==> config.mk <==
export PLATFORM = sky130hd
export DESIGN_NAME = instruction_fetch_unit
export DESIGN_NICKNAME = d
export VERILOG_FILES = /design/src/rtl/instruction_fetch_unit_pkg.sv /design/src/rtl/instruction_fetch_unit_fetch_fifo.sv /design/src/rtl/instruction_fetch_unit.sv
export SDC_FILE = /design/constraint.sdc
export NUM_CORES = 1
export LEC_CHECK = 0
export BUFFER_PORTS_ARGS = -buffer_cell sky130_fd_sc_hd__buf_2
export CELL_PAD_IN_SITES_DETAIL_PLACEMENT = 1
export CELL_PAD_IN_SITES_GLOBAL_PLACEMENT = 2
export CORE_MARGIN = 5
export CORE_UTILIZATION = 40
export CTS_CLUSTER_SIZE = 25
export DETAILED_ROUTE_END_ITERATION = 10
export GPL_ROUTABILITY_DRIVEN = 0
export MAX_ROUTING_LAYER = met4
export PLACE_DENSITY_LB_ADDON = 0.1
export SLEW_MARGIN = 20
export SYNTH_ARGS = -nofsm -noshare
export SYNTH_HDL_FRONTEND = slang
export SYNTH_SLANG_ARGS = --single-unit
==> constraint.sdc <==
create_clock -name clk -period 9.2 [get_ports clk]
set_input_delay 1.84 -clock clk [delete_from_list [all_inputs] [get_ports clk]]
set_output_delay 1.84 -clock clk [all_outputs]
set_load 0.02 [all_outputs]
==> src/rtl/instruction_fetch_unit_pkg.sv <==
// rtl/instruction_fetch_unit_pkg.sv - shared opcodes, NOP, reset PC and entry type for the fetch unit
package instruction_fetch_unit_pkg;

  localparam logic [6:0] OP_LOAD   = 7'h03;
  localparam logic [6:0] OP_IMM    = 7'h13;
  localparam logic [6:0] OP_AUIPC  = 7'h17;
  localparam logic [6:0] OP_STORE  = 7'h23;
  localparam logic [6:0] OP_REG    = 7'h33;
  localparam logic [6:0] OP_LUI    = 7'h37;
  localparam logic [6:0] OP_BRANCH = 7'h63;
  localparam logic [6:0] OP_JALR   = 7'h67;
  localparam logic [6:0] OP_JAL    = 7'h6f;

  // addi x0, x0, 0 - shown to decode whenever the buffer is empty
  localparam logic [31:0] NOP_INSN = 32'h0000_0013;

  localparam logic [31:0] RESET_PC_DEFAULT = 32'h0040_0000;

  // One buffered fetch: the word and the address it came from
  typedef struct packed {
    logic [31:0] pc;
    logic [31:0] instr;
  } fetch_entry_t;

  // True for the base-ISA major opcodes the core decodes
  function automatic logic op_is_legal(input logic [6:0] op);
    case (op)
      OP_LOAD, OP_IMM, OP_AUIPC, OP_STORE, OP_REG,
      OP_LUI, OP_BRANCH, OP_JALR, OP_JAL: return 1'b1;
      default:                            return 1'b0;
    endcase
  endfunction

endpackage

==> src/rtl/instruction_fetch_unit_fetch_fifo.sv <==
// rtl/instruction_fetch_unit_fetch_fifo.sv - DEPTH-entry in-order instruction buffer with flush and count
module fetch_fifo #(
  parameter int DEPTH = 4,
  parameter int WIDTH = 64
) (
  input  logic                   clk,
  input  logic                   reset,
  input  logic                   flush,
  input  logic                   push,
  input  logic [WIDTH-1:0]       push_data,
  input  logic                   pop,
  output logic [WIDTH-1:0]       head_data,
  output logic                   empty,
  output logic [$clog2(DEPTH):0] count
);

  localparam int AW = $clog2(DEPTH);

  logic [WIDTH-1:0] mem [DEPTH];
  logic [AW-1:0]    wr_ptr;
  logic [AW-1:0]    rd_ptr;
  logic             do_push;
  logic             do_pop;

  // A push into a full buffer or a pop from an empty one is ignored rather than corrupting state
  assign do_push   = push && (count != (AW+1)'(DEPTH));
  assign do_pop    = pop && !empty;
  assign empty     = (count == '0);
  assign head_data = mem[rd_ptr];

  // Storage array; contents need no reset because count guards every read
  always_ff @(posedge clk) begin
    if (do_push && !flush) begin
      mem[wr_ptr] <= push_data;
    end
  end

  // Pointer and occupancy tracking; flush wins over any same-cycle push or pop
  always_ff @(posedge clk or negedge reset) begin
    if (!reset) begin
      wr_ptr <= '0;
      rd_ptr <= '0;
      count  <= '0;
    end else if (flush) begin
      wr_ptr <= '0;
      rd_ptr <= '0;
      count  <= '0;
    end else begin
      if (do_push) wr_ptr <= wr_ptr + AW'(1);
      if (do_pop)  rd_ptr <= rd_ptr + AW'(1);
      case ({do_push, do_pop})
        2'b10:   count <= count + (AW+1)'(1);
        2'b01:   count <= count - (AW+1)'(1);
        default: count <= count;
      endcase
    end
  end

endmodule

==> src/rtl/instruction_fetch_unit.sv <==
// rtl/instruction_fetch_unit.sv - PC-driven instruction fetch with credit-gated issue, redirect and stale-response discard (option: FETCH_ILLEGAL_CHECK_EN)
module instruction_fetch_unit
  import instruction_fetch_unit_pkg::*;
#(
  parameter logic [31:0] RESET_PC = RESET_PC_DEFAULT,
  parameter int          DEPTH    = 4
) (
  input  logic        clk,
  input  logic        reset,
  output logic        imem_req_o,
  output logic [31:0] imem_addr_o,
  input  logic        imem_ready_i,
  input  logic        imem_rvalid_i,
  input  logic [31:0] imem_rdata_i,
  input  logic        redirect_i,
  input  logic [31:0] redirect_pc_i,
  input  logic        ready_i,
  output logic        valid_o,
  output logic [31:0] Instruction_bus_o,
  output logic [6:0]  op_o,
  output logic [31:0] pc_o,
  output logic        illegal_o
);

  localparam int CW = $clog2(DEPTH) + 1;

  logic [31:0]   pc_q;
  logic [31:0]   resp_pc_q;
  logic [CW-1:0] outstanding_q;
  logic [CW-1:0] outstanding_d;
  logic [CW-1:0] discard_q;
  logic [CW-1:0] fifo_count;
  logic          fifo_empty;
  logic [31:0]   redirect_tgt;
  logic          credit_ok;
  logic          accept;
  logic          ret;
  logic          push;
  logic          pop;
  fetch_entry_t  head;
  fetch_entry_t  push_entry;

  assign redirect_tgt = redirect_pc_i & ~32'd3;

  // Every request in flight owns a buffer slot, so a response can always be stored
  assign credit_ok = ({1'b0, fifo_count} + {1'b0, outstanding_q}) < (CW+1)'(DEPTH);

  // Reset gating keeps the request line quiet while reset is held low
  assign imem_req_o  = reset && !redirect_i && credit_ok;
  assign imem_addr_o = pc_q;
  assign accept      = imem_req_o && imem_ready_i;

  // A response with nothing outstanding is a leftover from before reset
  assign ret  = imem_rvalid_i && (outstanding_q != '0);
  assign push = ret && (discard_q == '0) && !redirect_i;
  assign pop  = !fifo_empty && ready_i && !redirect_i;

  assign push_entry = '{pc: resp_pc_q, instr: imem_rdata_i};

  // Outstanding count after this cycle's accept and return
  always_comb begin
    outstanding_d = outstanding_q;
    if (accept) outstanding_d = outstanding_d + CW'(1);
    if (ret)    outstanding_d = outstanding_d - CW'(1);
  end

  // Fetch PC, response PC, credit and discard bookkeeping; redirect overrides everything
  always_ff @(posedge clk or negedge reset) begin
    if (!reset) begin
      pc_q          <= RESET_PC;
      resp_pc_q     <= RESET_PC;
      outstanding_q <= '0;
      discard_q     <= '0;
    end else if (redirect_i) begin
      pc_q          <= redirect_tgt;
      resp_pc_q     <= redirect_tgt;
      outstanding_q <= outstanding_d;
      discard_q     <= outstanding_d;
    end else begin
      outstanding_q <= outstanding_d;
      if (accept) begin
        pc_q <= pc_q + 32'd4;
      end
      if (ret) begin
        if (discard_q != '0) begin
          discard_q <= discard_q - CW'(1);
        end else begin
          resp_pc_q <= resp_pc_q + 32'd4;
        end
      end
    end
  end

  fetch_fifo #(
    .DEPTH (DEPTH),
    .WIDTH ($bits(fetch_entry_t))
  ) u_fifo (
    .clk       (clk),
    .reset     (reset),
    .flush     (redirect_i),
    .push      (push),
    .push_data (push_entry),
    .pop       (pop),
    .head_data (head),
    .empty     (fifo_empty),
    .count     (fifo_count)
  );

  // Head presentation; an empty buffer shows a NOP at PC 0
  always_comb begin
    valid_o           = !fifo_empty;
    Instruction_bus_o = NOP_INSN;
    pc_o              = 32'd0;
    if (!fifo_empty) begin
      Instruction_bus_o = head.instr;
      pc_o              = head.pc;
    end
  end

  assign op_o = Instruction_bus_o[6:0];

`ifdef FETCH_ILLEGAL_CHECK_EN
  assign illegal_o = valid_o && !op_is_legal(op_o);
`else
  assign illegal_o = 1'b0;
`endif

endmodule

==> metrics.csv, run 1 <==
metric;value;unit
status;complete, no violations;
firstDrtPassIters;4;
cts_hold_buf;0;
h-tree-depth;2;
area_delta_synth_final;17.4;%
port_buffers;168;
power;4.21;mW
ys_types;53;
hold_path.class;flop to flop;
multi_input_area;4110;sq um
cts_inserted_buffers;36;
final_common_cell;edfxtp_1;
cts_sinks;321;
pre_cts_ws;4110;ps
power_leakage;5.81;nW
core_area;33600;sq um
crit_path_start_kind;input pin;
min_period;5080;ps
grt_start_max_net_pins;63;
drcViolationCount;0;
whs;513;ps
placed_cells;1450;
die_h;195;um
yosysSeqAreaShare;67.8;%
critPathKind;input pin to output port;
cts_tree;built;
setup_viol;0;
fin_ws;4120;ps
routed_wl;32200;um
power_density;262;nW/um^2
initial_core_util;40.7;%
synth_area;13700;sq um
dp_hpwl;20700;um
ios;176;
layout_common_cells;edfxtp_1 (248), buf_2 (167), dfrtp_1 (69);
die-area;38000;sq um
tightest_slew;974;ps
synthArstFlopShare;22.7;%
end_kind;output port;
ant_nets;0;
worstPathArrival;3240;ps
cap_violations;0;
synthCells;866;
num_vias;7956;
fillCellCount;3333;
grt_pass1_wl;50900;um
relSlewSlack;34.6;%
post_cts_buffers;0;
rows;67;
antenna_found_initial;0;
skew;12.4;ps
die_x;195;um
final_cell_count_no_fill;1516;
grt_pass1_vias;8678;
path_clk_slew;60;ps
cts-root-buf;clkbuf_16;
critPathRequiredTime;7360;ps
nets;1124;
timing.fmax;197;MHz
grtUsageTotal;17.3;%
synth_ff_type;edfxtp_1;
final_hold_viol_count;0;
seq_area;9280;sq um
tns;0;ps
syn_avg_cell_area;15.8;sq um
synth_enable_flop_cells;248;
finalInstanceArea;16100;sq um
ys_warn_count;0;
place_area;15000;sq um
grt_setup_unrepaired;false;
wl_per_cell;21.2;um
vdd_ir_drop_max;0.107;mV
clock_path_buffers;3;
grt_overflow;0;
drive_above_1_share;30.0;%
ys_seq_elements;321;
drv_slew;0;
final.period_utilization;55.2;%
n_antenna_cell;0;
clk_latency;500;ps
cts_resized;0;
via_per_inst;5.25;
crit_fanout;32;
fin_util;47.8;%
initialDrtViolationCount;395;
-- final cells by class --
cell class | instances | share of cell area, %
tap | 448 | 3.49
sequential | 321 | 57.8
clock inverter | 15 | 0.623
multi-input combinational | 481 | 25.6
clock buffer | 51 | 6.09
timing repair buffer | 186 | 6.09
inverter | 14 | 0.327
-- registers in the layout (all words and copies together), names as in the netlist --
register,flops
discard_q,3
u_fifo.count,3
imem_addr_o,30
resp_pc_q,30
u_fifo.wr_ptr,2
outstanding_q,3
u_fifo.rd_ptr,2
u_fifo.mem,248
-- logic make-up after synthesis --
group                      Yosys count  share of synthesized area [%]
AOI/OAI and AO/OA                   94                           4.36
xor gates and xnor gates            38                           2.43
adders and majority gates           14                           1.34
buffers and inverters               68                           2.37
DFF                                321                           67.8
muxes                               75                           11.2
other                                1                         0.0274
and+or+nand+nor                    255                           10.4
-- where the power goes --
| part | leakage [nW] | internal (mW) | switching [mW] |
|---|---|---|---|
| clock network | 0.520 | 0.771 | 0.546 |
| registers | 3.11 | 1.65 | 0.108 |
| logic | 2.18 | 0.449 | 0.681 |
-- worst max-delay path, cell delays in order --
cell and delay, ps:
buf_2 90, buf_4 230, nand2b_1 260, or4_1 430
nor2_1 170, buf_2 190
-- cell usage after synthesis, types with 10 or more instances --
cell type | number | share of area [%]
buf_4 | 13 | 0.71
o21ai_0 | 41 | 1.5
edfxtp_1 | 248 | 54
nor2_1 | 23 | 0.63
and2_1 | 69 | 3.2
nand2_1 | 55 | 1.5
buf_2 | 10 | 0.37
nand3_1 | 32 | 1.2
inv_1 | 13 | 0.36
clkbuf_1 | 26 | 0.71
dfrtp_1 | 71 | 13
nand4_1 | 18 | 0.82
and3_1 | 10 | 0.46
ha_1 | 13 | 1.2
xor2_1 | 33 | 2.1
mux4_2 | 62 | 10
-- routing by layer --
metal	routed length, um	global-route usage (%)
met5	0	-
met4	467	3.65
met3	1150	2.46
met2	15500	27.7
met1	15000	24.0
-- path summary, 6_finish.rpt --
kind                                 start          endpoint  slack, ps  depth (start not counted)
max                             redirect_i        imem_req_o       4120                          6
min                        imem_addr_o[31]   imem_addr_o[31]        510                          1
max reg2reg                u_fifo.count[2]   u_fifo.count[2]       5700                          9
min reg2reg                imem_addr_o[31]   imem_addr_o[31]        510                          1
max in group asynchronous            reset  u_fifo.rd_ptr[0]       6850                          2
min in group asynchronous            reset   imem_addr_o[25]       1240                          1
Note: power is estimated with default switching activity, not from simulation.
==> inputs of run 2 (changes only) <==
==> constraint.sdc (replaced) <==
create_clock -name clk -period 5.1 [get_ports clk]
set_input_delay 1.02 -clock clk [delete_from_list [all_inputs] [get_ports clk]]
set_output_delay 1.02 -clock clk [all_outputs]
set_load 0.02 [all_outputs]
==> metrics.csv, run 2 (synthesis gave the netlist of run 1 again) <==
metric;value;unit;change
fin_ws;1110;ps;was 4120 ps
critPathKind;flop to output port;;was input pin to output port
pre_cts_ws;1400;ps;was 4110 ps
die-area;38000;sq um;unchanged
setup_viol;0;;unchanged
post_cts_buffers;0;;unchanged
status;complete, no violations;;unchanged
drive_above_1_share;31.3;%;was 30.0%
via_per_inst;5.28;;was 5.25
min_period;3990;ps;
wl_per_cell;21.1;um;was 21.2 um
clk_latency;510;ps;was 500 ps
cts-root-buf;clkbuf_16;;unchanged
top_register;u_fifo.mem;;unchanged
grt_start_max_net_pins;60;;was 63
grt_overflow;0;;unchanged
drv_slew;0;;unchanged
end_kind;output port;;unchanged
skew;25.4;ps;was 12.4 ps
final.period_utilization;78.3;%;
reg2reg_depth;8;;was 9
multi_input_area;4110;sq um;unchanged
largest_reg_flops;248;;unchanged
crit_path_start_kind;flop;;was input pin
relSlewSlack;33.8;%;was 34.6%
firstDrtPassIters;4;;unchanged
core_area;33600;sq um;unchanged
initial_core_util;40.7;%;unchanged
use_met3;2.67;%;was 2.46%
grt_pass1_vias;8698;;was 8678
hold_path.class;input pin to asynchronous set/reset pin;;was flop to flop
power_leakage;5.91;nW;was 5.81 nW
cap_violations;0;;unchanged
busiest_layer;met2;;unchanged
drcViolationCount;0;;unchanged
tightest_slew;992;ps;was 974 ps
cts_resized;0;;unchanged
cts_sinks;321;;unchanged
h-tree-depth;2;;unchanged
initialDrtViolationCount;296;;was 395
grt_pass1_wl;51000;um;was 50900 um
cts_hold_buf;0;;unchanged
layout_common_cells;edfxtp_1 (248), buf_2 (167), dfrtp_1 (69);;unchanged
area_delta_synth_final;18.9;%;was 17.4%
worstPathArrival;2970;ps;was 3240 ps
port_buffers;168;;unchanged
num_vias;8055;;was 7956
ant_nets;0;;unchanged
path_clk_slew;60;ps;about the same
critPathRequiredTime;4080;ps;was 7360 ps
met1_usage;23.9;%;was 24.0%
timing.fmax;250;MHz;
seq_area;9280;sq um;unchanged
final_hold_viol_count;0;;unchanged
die_x;195;um;unchanged
final_common_cell;edfxtp_1;;unchanged
die_h;195;um;unchanged
dp_hpwl;21700;um;was 20700 um
routed_wl;32200;um;about the same
vdd_ir_drop_max;0.299;mV;was 0.107 mV
antenna_found_initial;1;;was 0
rows;67;;unchanged
cts_inserted_buffers;36;;unchanged
ios;176;;unchanged
power_density;473;nW/um^2;was 262 nW/um^2
grt_setup_unrepaired;false;;unchanged
grtUsageMet2;28.0;%;was 27.7%
crit_fanout;33;;was 32
grtUsageTotal;17.4;%;was 17.3%
cts_tree;built;;unchanged
fillCellCount;3331;;was 3333
tns;0;ps;unchanged
clock_path_buffers;3;;unchanged
nets;1133;;was 1124
run 2: area by class of cell:
type / instances / area share (%)
Sequential cell: 321 / 57.1
Multi-Input combinational cell: 481 / 25.3
Timing Repair Buffer: 195 / 6.82
Clock buffer: 44 / 5.99
Tap cell: 448 / 3.45
Clock inverter: 21 / 1.05
Inverter: 14 / 0.323
Antenna cell: 1 / 0.0154
run 2: through the flow:
| step | utilization (%) | total power [mW] | hold WS, ps | cell area [sq um] | std cells |
|---|---|---|---|---|---|
| 2_1_floorplan | - | 4.61 | 484 | 13700 | 870 |
| 3_3_place_gp | 45.0 | 5.30 | 505 | 15100 | 1459 |
| 3_5_place_dp | 45.0 | 5.33 | 509 | 15100 | 1459 |
| 4_1_cts | 48.4 | 7.84 | 356 | 16300 | 1524 |
| 5_1_grt | 48.4 | 8.12 | 362 | 16300 | 1525 |
| 6_report | 48.4 | 7.69 | 369 | 16300 | 1525 |
run 2: worst paths after layout:
path | startpoint | to | slack (ps)
min in group clk | imem_addr_o[31] | imem_addr_o[31] | 520
setup reg to reg | u_fifo.count[0] | u_fifo.count[2] | 1830
hold reg to reg | imem_addr_o[31] | imem_addr_o[31] | 520
hold / removal | reset | imem_addr_o[25] | 370
max in group asynchronous | reset | u_fifo.rd_ptr[0] | 3520
setup / recovery | u_fifo.count[0] | pc_o[20] | 1110
run 2: worst max-delay path, cell delays in order, from the launching register on:
cell and delay (ps):
dfrtp_1 440, nor3_1 600, inv_1 610, buf_4 420
and2_1 210, buf_2 160
run 2: power breakdown:
| part | switching [mW] | internal, mW |
|---|---|---|
| registers | 0.204 | 2.98 |
| clock network | 1.01 | 1.47 |
| logic | 1.20 | 0.824 |
| total | 2.42 | 5.27 |
run 2: per-layer routing:
| layer | up-vias | part of all wire (%) |
|---|---|---|
| met2 | 171 | 48 |
| met4 | 0 | 1.3 |
| met1 | 4161 | 46 |
| met3 | 33 | 3.9 |
| met5 | - | 0 |
| li1 | 3690 | - |
